[config.mk]
export PLATFORM = sky130hd
export DESIGN_NAME = change_dispenser
export DESIGN_NICKNAME = d
export VERILOG_FILES = /design/src/rtl/change_dispenser.sv
export SDC_FILE = /design/constraint.sdc
export NUM_CORES = 1
export LEC_CHECK = 0
export CAP_MARGIN = 10
export CORE_ASPECT_RATIO = 0.5
export CORE_MARGIN = 10
export CORE_UTILIZATION = 60
export DETAILED_ROUTE_END_ITERATION = 10
export GPL_TIMING_DRIVEN = 0
export MAX_ROUTING_LAYER = met4
export PLACE_DENSITY = 0.85
export SLEW_MARGIN = 20
export SYNTH_ARGS = -nofsm -noshare
export SYNTH_HDL_FRONTEND = slang
export SYNTH_SLANG_ARGS = --single-unit
[constraint.sdc]
create_clock -name sys_clk -period 4.8 [get_ports sys_clk]
set_input_delay 0.48 -clock sys_clk [delete_from_list [all_inputs] [get_ports sys_clk]]
set_output_delay 0.48 -clock sys_clk [all_outputs]
set_load 0.05 [all_outputs]
[src/rtl/change_dispenser.sv]
// change_dispenser: greedy 50/20/10/5/1 eject sequencer with registered busy/done/remaining outputs.
// Define CHANGE_DISPENSER_COUNT_EN to add the eject_count output.
module change_dispenser #(
  parameter int AMOUNT_W     = 8,
  parameter int PULSE_CYCLES = 4,
  parameter int GAP_CYCLES   = 4
) (
  input  logic                sys_clk,
  input  logic                sys_rst_n,
  input  logic                start,
  input  logic [AMOUNT_W-1:0] change_in,
  output logic                busy,
  output logic                done,
  output logic [AMOUNT_W-1:0] remaining,
  output logic                eject_fifty,
  output logic                eject_twenty,
  output logic                eject_ten,
  output logic                eject_five,
`ifdef CHANGE_DISPENSER_COUNT_EN
  output logic                eject_one,
  output logic [AMOUNT_W-1:0] eject_count
`else
  output logic                eject_one
`endif
);
  typedef enum logic [2:0] {IDLE, SELECT, PULSE, GAP, DONE} state_t;
  state_t state_q, state_d;
  logic [15:0] cnt_q, cnt_d;
  logic [4:0] den_q, den_d, den_sel, ej_q;
  logic [AMOUNT_W-1:0] rem_d, den_val;
  logic [31:0] rem32, dv;
  logic pulse_end;
  // one-hot denomination: bit 4 = 50 ... bit 0 = 1
  assign rem32 = 32'(remaining);
  assign den_sel = rem32 >= 32'd50 ? 5'b10000 : rem32 >= 32'd20 ? 5'b01000 :
                   rem32 >= 32'd10 ? 5'b00100 : rem32 >= 32'd5 ? 5'b00010 : 5'b00001;
  assign dv = den_q[4] ? 32'd50 : den_q[3] ? 32'd20 : den_q[2] ? 32'd10 : den_q[1] ? 32'd5 : 32'd1;
  assign den_val = dv[AMOUNT_W-1:0];
  assign pulse_end = state_q == PULSE && cnt_q == 16'(PULSE_CYCLES - 1);
  assign {eject_fifty, eject_twenty, eject_ten, eject_five, eject_one} = ej_q;
  always_comb begin
    state_d = state_q;
    cnt_d = cnt_q;
    den_d = den_q;
    rem_d = remaining;
    case (state_q)
      IDLE: if (start) begin
        state_d = SELECT;
        rem_d = change_in;
      end
      SELECT: begin
        cnt_d = '0;
        state_d = remaining == '0 ? DONE : PULSE;
        den_d = remaining == '0 ? den_q : den_sel;
      end
      PULSE: begin
        cnt_d = pulse_end ? '0 : cnt_q + 16'd1;
        state_d = pulse_end ? GAP : PULSE;
        rem_d = pulse_end ? remaining - den_val : remaining;
      end
      GAP: begin
        cnt_d = cnt_q == 16'(GAP_CYCLES - 1) ? '0 : cnt_q + 16'd1;
        state_d = cnt_q == 16'(GAP_CYCLES - 1) ? SELECT : GAP;
      end
      DONE: state_d = IDLE;
      default: state_d = IDLE;
    endcase
  end
  // outputs are registered from next-state so they align with the state they describe
  always_ff @(posedge sys_clk or negedge sys_rst_n) begin
    if (!sys_rst_n) begin
      state_q <= IDLE;
      cnt_q <= '0;
      den_q <= '0;
      remaining <= '0;
      ej_q <= '0;
      busy <= 1'b0;
      done <= 1'b0;
    end else begin
      state_q <= state_d;
      cnt_q <= cnt_d;
      den_q <= den_d;
      remaining <= rem_d;
      ej_q <= state_d == PULSE ? den_d : 5'b0;
      busy <= state_d != IDLE;
      done <= state_d == DONE;
    end
  end
`ifdef CHANGE_DISPENSER_COUNT_EN
  always_ff @(posedge sys_clk or negedge sys_rst_n) begin
    if (!sys_rst_n) eject_count <= '0;
    else if (state_q == IDLE && start) eject_count <= '0;
    else if (pulse_end) eject_count <= eject_count + 1'b1;
  end
`endif
endmodule

# Word-level counts from Yosys, hierarchy flattened
# Index checks and enable logic that the tools add are counted.
[totals]
reg_bits = 39
[op_classes]
n_eq_ne = 8
order_cmp = 4
addsub = 2
n_mux = 22
reduce_logical = 7
[ops]
columns = ["operator", "count"]
rows = [
  ["16-bit one-hot mux with 3 select lines", 1],
  ["16-bit 2-to-1 mux", 2],
  ["5-bit 2-to-1 mux", 5],
  ["16-bit by 1-bit adder with 16-bit output, second input constant", 1],
  ["16-bit by 2-bit == test with 1-bit output, second input constant", 1],
  ["8-bit 2-to-1 mux", 2],
  ["8-bit one-hot mux with 2 select lines", 1],
  ["3-bit 2-to-1 mux", 4],
  ["3-bit one-hot mux with 4 select lines", 1],
  ["3-bit by 2-bit == test with 1-bit output, second input constant", 3],
  ["8-bit by 3-bit greater-or-equal comparator with 1-bit output, second input constant", 1],
  ["8-bit by 4-bit greater-or-equal comparator with 1-bit output, second input constant", 1],
  ["8-bit by 5-bit greater-or-equal comparator with 1-bit output, second input constant", 1],
  ["8-bit by 6-bit greater-or-equal comparator with 1-bit output, second input constant", 1],
  ["8-bit zero test", 1],
  ["4-bit 2-to-1 mux", 2],
  ["8-bit by 6-bit subtractor with 8-bit output", 1],
  ["6-bit 2-to-1 mux", 1],
  ["3-bit nonzero test", 2],
  ["2-bit 2-to-1 mux", 2],
  ["2-bit inequality test, second input constant", 2],
  ["3-bit by 1-bit == test with 1-bit output, second input constant", 1],
  ["3-bit == test, second input constant", 1],
  ["3-bit zero test", 1],
  ["4 further kinds", 4],
]

# Longest topological paths before layout
[logic_depth]
depth_word = 8
ltp_mapped = 9

# Least setup slack after synthesis
# Ideal clock, no wire load.
[synth_path]
path_kind = "register -> register"
startpoint = "reg remaining[0]"
endpoint = "reg remaining[6]"
period_less_slack_ps = 2263
arrival_ps = 2169
path_stages_with_launch = 9
path_buffers = 0
slack_ps = 2537
setup_time_ps = 94
path_cell_list = "dfrtp_1 > inv_1 > ha_1 > fa_1 > nor2b_1 > o31a_1 > o21ai_0 > a41o_1 > a211oi_1"
[synth_between]
elab_chain_len = 3
[synth_lines]
columns = ["item", "line_no", "rtl"]
rows = [
  ["start, declared", "14", "output logic [AMOUNT_W-1:0] remaining,"],
  ["start signal, assigned", "83", "remaining <= rem_d;"],
  ["8-bit by 6-bit subtractor with 8-bit output", "59", "rem_d = pulse_end ? remaining - den_val : remaining;"],
  ["8-bit 2-to-1 mux", "59", ""],
  ["8-bit one-hot mux with 2 select lines", "46", "case (state_q)"],
]
# No other way between the ends. The select of a mux whose other input is x is not followed.
# A chain may end at the register's enable or synchronous reset.

# Worst setup path in the final report
[layout_path]
startpoint = "reg den_q[3]"
endpoint = "reg remaining[6]"
[layout_between]
elab_chain_len = 5
[layout_lines]
columns = ["item", "line_no", "rtl"]
rows = [
  ["start, declared", "29", "logic [4:0] den_q, den_d, den_sel, ej_q;"],
  ["start signal, assigned", "82", "den_q <= den_d;"],
  ["5-bit 2-to-1 mux", "37", "assign dv = den_q[4] ? 32'd50 : den_q[3] ? 32'd20 : den_q[2] ? 32'd10 : den_q[1] ? 32'd5 : 32'd1;"],
  ["6-bit 2-to-1 mux", "37", ""],
  ["8-bit by 6-bit subtractor with 8-bit output", "59", ""],
  ["8-bit 2-to-1 mux", "59", ""],
  ["8-bit one-hot mux with 2 select lines", "46", ""],
]
# No other way between the ends. The select of a mux whose other input is x is not followed.

==> metrics.md <==
| Metric | Value |
|---|---|
| Status | completed |
| Final setup viols | 0 |
| CP startpoint | den_q[3] |
| Period utilisation layout | 0.484 |
| Initial drt markers | 129 |
| Boundary pin count | 26 |
| CTS buffer count | 5 |
| Worst EP required | 5.00 ns |
| Die Wd | 106 um |
| Fin. Hold Viols | 0 |
| # H-tree levels | 2 |
| Max_slew headroom | 0.544 |
| CTS Hold Bufs | 0 |
| Synth Net Count | 268 |
| Clk_lat worst skew | 0.30 ns |
| Peak supply drop | 0.000326 V |
| RSZ-0062 raised after global routing | false |
| Largest net degree at the start of global routing | 34 |
| # port buffers | 25 |
| Clock slew at reported path FFs | 0.08 ns |
| Slew Viols, Final | 0 |
| Worst Setup Start Kind | flop |
| Worst hold path class | in -> async |
| Post-synth top cells | dfrtp_1, nor2_1, nand2_1 |
| Setup CP Type | reg -> reg |
| Initial Utilization | 0.632 |
| Post-CTS setup buffer count | 0 |
| R2R cell count | 9 |
| Filler instances | 260 |
| Synth Warn # | 0 |
| Number of synthesized flops with an enable pin | 0 |
| Vias/cell | 6.01 |
| Critical Path Sink Type | flop |
| Clock Tree Root | clkbuf_8 |
| Die Area | 0.00665 mm^2 |
| Post-synth top area cell | dfrtp_1 |
| Pre-Repair DR Iteration Count | 4 |
| Post-synthesis cell count | 249 |
| Reg-to-Reg Start | den_q[3] |
| Final WL | 5310 um |
| Share of cells above drive strength 1 | 0.0707 |
| Post-synth ARST share | 1.00 |
| Post-Synthesis Cell Area | 0.00221 mm^2 |
| Fmax | 0.431 GHz |
| WP data arrival | 2.52 ns |
| Synth area leaders | dfrtp_1, o21ai_0, nor2_1 |
| Ant diodes | 0 |
| Static Leak | 1.15 nW |
| Core area | 0.00349 mm^2 |
| Syn Area/Cell | 8.86 um^2 |
| Global-route wire length before repair | 8870 um |
| RR Endpoint | remaining[6] |
| MaxCap Viol Count | 0 |
| Vias | 2007 |
| CTS Buffer Depth | 2 |
| Number of global-route vias before repair | 1967 |
| Dpl hpwl | 3800 um |
| Initial antenna violation count | 0 |
| Tot Pwr | 1.74 mW |
| PwrDens | 658 mW/mm^2 |
| DRC errors left | 0 |
| Row cnt | 15 |
| Worst-Margin Slew | 0.677 ns |
| CTS tree | built |
| Share of Yosys cell area claimed by the top area cell type | 0.442 |
| Post-CTS sizing | 0 |
| Crit-path max FO | 5 |
| Synth-to-layout area growth | 19.6% |
| Seq cells post-synth | 39 |
| GP Congestion | 0.930 |
| Post-layout nets | 301 |
| R2R setup slack | 2.48 ns |
| Total gr overflow | 0 |
| Post-synth cell types | 45 |
| Wirelength per Cell | 15.9 um |
| Count leader, synth | dfrtp_1 |
| Final antenna-violating net count | 0 |
| Setup TNS | 0 ns |
| Gr usage total | 0.161 |
| Clock Sinks | 39 |
| Post-layout min period | 2.32 ns |
| Die H | 62.9 um |
| Fin Clk Skew | 0.00744 ns |
| Sequential area share after synthesis | 0.442 |
| Main synth FF type | dfrtp_1 |
flip-flops by register name (all words and copies together) (netlist names):
name,flops
remaining,8
cnt_q,16
ej_q,5
state_q,3
den_q,5
done,1
busy,1
cells in the final DEF, fill, tap and decap left out, types with 2 or more instances in the layout:
cell and count:
buf_2 6, o31ai_1 2, nor4_1 6, a21oi_1 15
inv_1 12, nor2b_1 8, a21o_1 7, nand2_1 22
nand3b_1 3, and3_1 4, or2_2 2, nand4_1 2
o211ai_1 2, o22ai_1 2, clkbuf_8 7, buf_4 2
o21bai_1 2, or3_1 5, o21ai_0 19, nor2_1 24
clkdlybuf4s50_1 24, a31oi_1 2, a21boi_0 3, a22o_1 4
nand2b_1 3, nor3_1 12, nor3b_1 2, o21a_1 4
a211oi_1 5, ha_1 7, dfrtp_1 39, nand3_1 8
nor4b_1 2
per-stage QoR:
step                      std cells  worst slack (ns)   util  instance area (um^2)  hold WS [ns]
after floorplan                 249              2.54      -                  2210         0.184
after global placement          325              2.37  0.722                  2520         0.452
after detailed placement        326              2.53  0.727                  2540         0.332
after CTS                       334              2.48  0.756                  2640        0.0206
after global routing            334              2.24  0.756                  2640        0.0148
final                           334              2.48  0.756                  2640        0.0151
how the worst max path moves through the flow:
stage / slack (ns) / end / cells past startpoint
finish: 2.48 / remaining[6] / 9
global route: 2.24 / remaining[6] / 9
CTS: 2.48 / remaining[6] / 9
detailed placement: 2.53 / remaining[6] / 9
global placement: 2.37 / remaining[4] / 1
floorplan: 2.54 / remaining[6] / 8
worst max-delay path, stage by stage (launching register included):
cell	delay (ns)
dfrtp_1	0.41
inv_1	0.05
a21oi_1	0.20
o21ai_0	0.14
ha_1	0.35
nor2b_1	0.26
o31a_1	0.18
o21ai_0	0.11
a41o_1	0.25
a211oi_1	0.26
logic make-up after synthesis:
| group | synth area share |
|---|---|
| AOI/OAI and AO/OA | 0.215 |
| muxes | 0.00454 |
| adders and majority gates | 0.0488 |
| DFF | 0.442 |
| and+or+nand+nor | 0.244 |
| buffers and inverters | 0.0453 |
where the power goes:
part / total (mW) / internal (mW) / leakage [nW] / switching (mW)
clock: 0.253 / 0.131 / 0.0505 / 0.122
sequential: 0.513 / 0.407 / 0.499 / 0.105
combinational: 0.971 / 0.383 / 0.598 / 0.587
total: 1.74 / 0.922 / 1.15 / 0.815
per-layer routing:
metal  GRT usage  part of all wire  up-vias
li1            -                 -      966
met1       0.181              0.45      975
met2       0.278              0.48       59
met3      0.0412             0.057        7
met4      0.0403            0.0087        0
met5           -                 0        -
cell type report:
| type | count | area [um^2] | share of cell area |
|---|---|---|---|
| Buffer | 9 | 55.1 | 0.0209 |
| Clock buffer | 7 | 96.3 | 0.0365 |
| Clock inverter | 1 | 7.51 | 0.00284 |
| Inverter | 12 | 45.0 | 0.0171 |
| Multi-Input combinational cell | 189 | 1130 | 0.428 |
| Sequential cell | 39 | 976 | 0.370 |
| Tap cell | 51 | 63.8 | 0.0242 |
| Timing Repair Buffer | 26 | 265 | 0.100 |
(Power assumes the default switching activity.)
